$ cat src/rtl/logic_stream_unit.sv
// Pipelined W-bit logic unit: selectable bitwise gate per beat, or a multi-beat
// NOR reduction. Results leave through a 2-entry {y, cnt} output queue.
module logic_stream_unit #(
    parameter int W    = 8,
    parameter int CNTW = 8
) (
    input  logic            clk,
    input  logic            reset,
    input  logic            in_val,
    output logic            in_rdy,
    input  logic [2:0]      in_op,
    input  logic [W-1:0]    in_a,
    input  logic [W-1:0]    in_b,
    input  logic            in_last,
    output logic            out_val,
    input  logic            out_rdy,
    output logic [W-1:0]    out_y,
    output logic [CNTW-1:0] out_cnt
);

    typedef enum logic {IDLE, ACC} state_t;

    localparam logic [CNTW-1:0] CNT_MAX = '1;
    localparam logic [2:0]      OP_NOT  = 3'd6;
    localparam logic [2:0]      OP_RED  = 3'd7;

    state_t          state_reg, state_next;
    logic [W-1:0]    acc_reg, acc_next;
    logic [CNTW-1:0] cnt_reg, cnt_next;

    logic [W-1:0]    y_mem [2];
    logic [CNTW-1:0] cnt_mem [2];
    logic            wr_ptr_reg, rd_ptr_reg;
    logic [1:0]      occ_reg;

    logic            in_fire, out_fire;
    logic            enq;
    logic [W-1:0]    enq_y;
    logic [CNTW-1:0] enq_cnt;
    logic [W-1:0]    gate_y;
    logic [W-1:0]    red_sum;
    logic [CNTW-1:0] cnt_inc;

    // Ready depends on registered occupancy only (plus reset), never on out_rdy.
    assign in_rdy   = !reset && (occ_reg != 2'd2);
    assign out_val  = (occ_reg != 2'd0);
    assign out_y    = y_mem[rd_ptr_reg];
    assign out_cnt  = cnt_mem[rd_ptr_reg];
    assign in_fire  = in_val && in_rdy;
    assign out_fire = out_val && out_rdy;

    assign red_sum = acc_reg | in_a;
    assign cnt_inc = cnt_reg + CNTW'(1);

    always_comb begin
        gate_y = '0;
        case (in_op)
            3'd0:    gate_y = ~(in_a | in_b);
            3'd1:    gate_y = ~(in_a & in_b);
            3'd2:    gate_y = in_a & in_b;
            3'd3:    gate_y = in_a | in_b;
            3'd4:    gate_y = in_a ^ in_b;
            3'd5:    gate_y = ~(in_a ^ in_b);
            default: gate_y = ~in_a;
        endcase
    end

    always_comb begin
        state_next = state_reg;
        acc_next   = acc_reg;
        cnt_next   = cnt_reg;
        enq        = 1'b0;
        enq_y      = '0;
        enq_cnt    = '0;
        if (in_fire) begin
            case (state_reg)
                IDLE: begin
                    if (in_op != OP_RED) begin
                        enq     = 1'b1;
                        enq_y   = gate_y;
                        enq_cnt = (in_op == OP_NOT) ? CNTW'(1) : CNTW'(2);
                    end else if (in_last || (CNTW == 1)) begin
                        enq     = 1'b1;
                        enq_y   = ~in_a;
                        enq_cnt = CNTW'(1);
                    end else begin
                        acc_next   = in_a;
                        cnt_next   = CNTW'(1);
                        state_next = ACC;
                    end
                end
                default: begin
                    // A beat that would take the counter to its ceiling closes the reduction.
                    if (in_last || (cnt_inc == CNT_MAX)) begin
                        enq        = 1'b1;
                        enq_y      = ~red_sum;
                        enq_cnt    = cnt_inc;
                        acc_next   = '0;
                        cnt_next   = '0;
                        state_next = IDLE;
                    end else begin
                        acc_next = red_sum;
                        cnt_next = cnt_inc;
                    end
                end
            endcase
        end
    end

    always_ff @(posedge clk) begin
        if (reset) begin
            state_reg  <= IDLE;
            acc_reg    <= '0;
            cnt_reg    <= '0;
            wr_ptr_reg <= 1'b0;
            rd_ptr_reg <= 1'b0;
            occ_reg    <= 2'd0;
            for (int i = 0; i < 2; i++) begin
                y_mem[i]   <= '0;
                cnt_mem[i] <= '0;
            end
        end else begin
            state_reg <= state_next;
            acc_reg   <= acc_next;
            cnt_reg   <= cnt_next;
            if (enq) begin
                y_mem[wr_ptr_reg]   <= enq_y;
                cnt_mem[wr_ptr_reg] <= enq_cnt;
                wr_ptr_reg          <= ~wr_ptr_reg;
            end
            if (out_fire) begin
                rd_ptr_reg <= ~rd_ptr_reg;
            end
            case ({enq, out_fire})
                2'b10:   occ_reg <= occ_reg + 2'd1;
                2'b01:   occ_reg <= occ_reg - 2'd1;
                default: occ_reg <= occ_reg;
            endcase
        end
    end

endmodule

$ cat config.mk
export PLATFORM = sky130hd
export DESIGN_NAME = logic_stream_unit
export DESIGN_NICKNAME = d
export VERILOG_FILES = /design/src/rtl/logic_stream_unit.sv
export SDC_FILE = /design/constraint.sdc
export NUM_CORES = 1
export LEC_CHECK = 0
export ABC_AREA = 1
export ABC_CLOCK_PERIOD_IN_PS = 4800
export BUFFER_PORTS_ARGS = -buffer_cell sky130_fd_sc_hd__buf_2
export CORE_ASPECT_RATIO = 0.6
export CORE_MARGIN = 2
export CORE_UTILIZATION = 44
export CTS_CLUSTER_SIZE = 24
export DETAILED_ROUTE_END_ITERATION = 10
export PLACE_DENSITY = 0.7
export SLEW_MARGIN = 40
export SYNTH_ARGS = -nofsm -noshare
export SYNTH_HDL_FRONTEND = slang
export SYNTH_SLANG_ARGS = --single-unit
export TNS_END_PERCENT = 100
$ cat constraint.sdc
create_clock -name clk -period 4.8 [get_ports clk]
set_input_delay 0.96 -clock clk [delete_from_list [all_inputs] [get_ports clk]]
set_output_delay 0.96 -clock clk [all_outputs]
set_load 0.005 [all_outputs]
-- After elaboration in Yosys (flattened, before gate mapping)
Memories as Yosys holds them, arrays and structs flattened. A register that Yosys moved wholly into a read port is not among the register bits.
Cells that the tools add are included.
- memory bits (read-only): 0
- memories: 2
- output and inout bits: 18
- bits in latches: 0
- register bits after elaboration: 21
- bits in writable memories: 32
- memory list (memory ; depth ; width ; read ports ; clocked after memory_dff ; write ports ; RTL line ; RTL):
    cnt_mem ; 2 ; 8 ; 1 ; 1 ; 2 ; 32 ; logic [CNTW-1:0] cnt_mem [2];
    y_mem ; 2 ; 8 ; 1 ; 1 ; 2 ; 31 ; logic [W-1:0] y_mem [2];
- equal/unequal tests: 13
- $mul: 0
- shift-type cells: 0
- reduce and logical (&&, ||, !) cells: 11
- $add $sub $neg: 3
- div/mod/pow operators: 0
- muxes and demuxes: 45
- bitwise logic cells: 11
- $lt $le $gt $ge: 0
- operators with widths (operator ; count):
    8-bit 2-to-1 mux ; 18
    8-bit one-hot mux with 6 select lines ; 1
    8-bit inverter ; 5
    1-bit 2-to-1 mux ; 23
    8-bit bitwise OR ; 2
    8-bit OR reduction ; 2
    3-bit equality test, second input constant ; 3
    8-bit by 1-bit adder with 8-bit output, second input constant ; 1
    8-bit bitwise AND ; 1
    8-bit equality test, second input constant ; 1
    8-bit XOR ; 1
    3-bit by 2-bit equality test with 1-bit output, second input constant ; 2
    2-bit 2-to-1 mux ; 2
    2-bit inequality test, second input constant ; 2
    2-bit one-hot mux with 2 select lines ; 1
    2-bit nonzero test ; 2
    3-bit by 1-bit equality test with 1-bit output, second input constant ; 1
    1-bit logical AND ; 3
    3-bit logical NOT ; 1
    3-bit inequality test, second input constant ; 1
    3-bit AND reduction ; 1
    2-bit by 1-bit adder with 2-bit output, second input constant ; 1
    2-bit by 1-bit equality test with 1-bit output, second input constant ; 1
    2-bit equality test, second input constant ; 1
    5 further kinds ; 6

-- Depth between registers and ports, before layout
- depth after elaboration: 11
- mapped depth: 16
- mapped depth without buffers: 16

-- Worst setup path after synthesis
OpenSTA, ideal clock, no wires.
- kind: in2reg
- start point: input port reset
- end point: memory cnt_mem[0][0] (enable)
- slack: 1.984 ns
- buffers on the path: 2
- data arrival time: 2.444 ns
- stages: 9
- path through: buf_2 a21oi_4 nand2_4 inv_2 nand2_1 o21ai_4 nand2_4 buf_6 nand2_1
- RTL lines (element ; RTL line ; RTL):
    start, declared ; 8 ; input logic reset,
    end, declared ; 32 ;

==> metrics.yaml <==
outcome:
  status: "completed"
critical_path:
  worst-path-max-fanout: 18
  worstReg2RegStart: "state_reg"
  r2r_cells: 7
  arrival_ps: 2830
  start_kind: "primary input"
  crit_required_ps: 4730
  crit_type: "primary input to flip-flop"
  end_kind: "flip-flop"
  startpoint: "reset"
finish:
  nets: 518
  drive_gt1_share_pct: 19.96
  antennaDiodeCount: 0
  finish.utilization_pct: 52.56
  final_cell_count_no_fill: 580
  nFillCells: 711
  reg_top3: "cnt_mem: 16 flops, y_mem: 16 flops"
  area_growth_pct: 13.41
floorplanning:
  design.core.area_mm2: 0.007387
  die-area_mm2: 0.008525
  die_w_um: 117.9
  start_util_pct: 46.34
  die_y_um: 72.33
  core.rowCount: 24
  io_pins: 42
sta:
  fin_crit_ps: 2894
  slew_violations: 0
  final-hold-violation-count: 0
  fin_setup_tns_ps: 0
  worst_pin_slew_ps: 743.2
  rsz0062_at_grt: "no"
  max_freq_mhz: 345.5
  fin_skew_ps: 10.65
  finalSetupViolCount: 0
  fin_crit_sh_pct: 60.29
  finalWorstSetupSlack_ps: 1906
  relSlewSlack_pct: 50.38
  hold_slack_ps: 465.0
min_path:
  min_path_cells: 1
  hp-class: "flip-flop to flip-flop"
  hp-start: "rd_ptr_reg"
routing:
  dr.pass1.iters: 5
  routedWlPerCell_um: 13.17
  drc: 0
  wl_mm: 7.641
  viasPerCell: 5.066
  first_iter_violations: 267
  vias: 2938
  detail-route-antenna-nets: 0
clock_tree:
  clock-root-buffer: "clkbuf_16"
  cts_tree: "built"
  path_clk_slew_ps: 70
  cts_max_level: 2
  cts-resized-gates: 0
  clk_latency_ps: 300
  post_cts_buffers: 0
  numCtsBuffers: 5
  cts.path.max_buffers: 2
  cts_sinks: 54
  holdBufCountCts: 0
logic_synthesis:
  synthCells: 437
  synth-seq-area-share_pct: 40.94
  synth.distinct_cells: 30
  synth_nets: 480
  synth.cell_area_mm2: 0.003423
  syn_area_per_cell_um2: 7.834
  synth_seq_cells: 54
  ys_warn_count: 0
placed_design:
  post-dp-hpwl_mm: 5.862
  place_congestion: 0.8401
  place_inst: 572
  port_buffers: 41
  pre_cts_ws_ps: 1582
global_routing:
  grt_pass1_wl_mm: 12.77
  grt_pass1_vias: 2623
  grt_max_degree: 22
  grt.total_usage_pct: 19.14
  antenna_found_initial: 0
  overflow: 0
power:
  powerDensity_mw_per_mm2: 305.0
  switching_share_pct: 26.90
  p_int_uw: 865.6
  combinationalPowerShare_pct: 17.8
  p_clk_share_pct: 36.2
  seq_power_share_pct: 46.0
  p_leak_nw: 1.704
  p_sw_uw: 318.5
  irDropWorstVdd_mv: 0.1531
flow_run:
  cap_viol_max_count: 0
cells by family (layout without fill, tap and decap cells):
group,after synthesis,after routing,share of synthesized area (%)
AND/OR/NAND/NOR,211,211,27.23
flip-flops,54,54,40.94
multiplexers,16,16,5.263
XOR/XNOR,1,1,0.2559
adder cells (fa/ha/maj),19,19,6.945
buffers and inverters,64,103,7.748
AO/OA/AOI/OAI,72,72,11.62
worst paths after layout:
kind	endpoint	slack (ps)
worst max-delay path	cnt_mem[1][2]	1910
worst min-delay path	rd_ptr_reg	470
worst max register to register	cnt_mem[0][2]	2120
worst min register to register	rd_ptr_reg	470
stage by stage:
stage / cell area (um^2) / total power, mW
finish: 3882 / 1.184
global route: 3882 / 1.246
CTS: 3882 / 1.198
detailed placement: 3705 / 0.7660
global placement: 3700 / 0.7598
floorplan: 3423 / 0.6970
routing by layer:
metal	global-route usage [%]	part of all wire [%]	vias to the layer above
met1	27.53	50	1321
met5	0	0	-
met3	5.346	7.8	9
met2	28.04	41	100
met4	5.890	1.4	0
li1	-	-	1508
layout make-up:
type / instances / area, um^2 / area share [%]
Multi-Input combinational cell: 319 / 1762 / 45.38
Sequential cell: 54 / 1401 / 36.09
Timing Repair Buffer: 42 / 212.7 / 5.479
Inverter: 53 / 198.9 / 5.124
Clock buffer: 6 / 138.9 / 3.577
Tap cell: 104 / 130.1 / 3.352
Clock inverter: 2 / 38.79 / 0.9990
power groups by stage:
stage          sequential, mW  clock [mW]  combinational [mW]
6_report                0.545       0.428               0.211
5_1_grt                 0.550       0.459               0.238
4_1_cts                 0.545       0.442               0.211
3_5_place_dp            0.555           0               0.211
3_3_place_gp            0.554           0               0.206
2_1_floorplan           0.537           0               0.160
critical path, cell delays in order:
cell,delay (ps)
buf_2,220
a21oi_4,190
nand2_4,120
inv_2,130
nand2_1,120
o21ai_4,310
nand2_4,190
nand2_1,570
cells in the mapped netlist (all sizes together):
cell	n	area [um^2]
a21oi	31	166.4
clkbuf	5	18.77
nor2	61	269.0
a31oi	5	31.28
ha	19	237.7
or2	1	6.260
dfxtp	22	440.4
nor3	2	10.01
xnor2	1	8.760
mux2	16	180.2
clkinv	1	3.750
nand2	116	488.0
inv	52	195.2
buf	6	47.54
nand3	28	140.1
edfxtp	32	960.9
o21bai	2	18.77
o21ai	34	181.4
nand4	3	18.77
layout by cell type (no fill, tap or decap), types with 5 or more instances in the layout:
cell       synthesis  final
a21oi_1           30     30
a31oi_1            5      5
buf_2              2     41
clkbuf_16          0      5
dfxtp_1           22     22
edfxtp_1          32     32
ha_1              19     19
inv_1             49     49
mux2_2            16     16
nand2_1          105    105
nand2_2            6      6
nand2_4            5      5
nand3_1           28     28
nor2_1            51     51
nor2_2             7      7
o21ai_0           32     32
No activity file was read; power rests on OpenSTA's default activity.
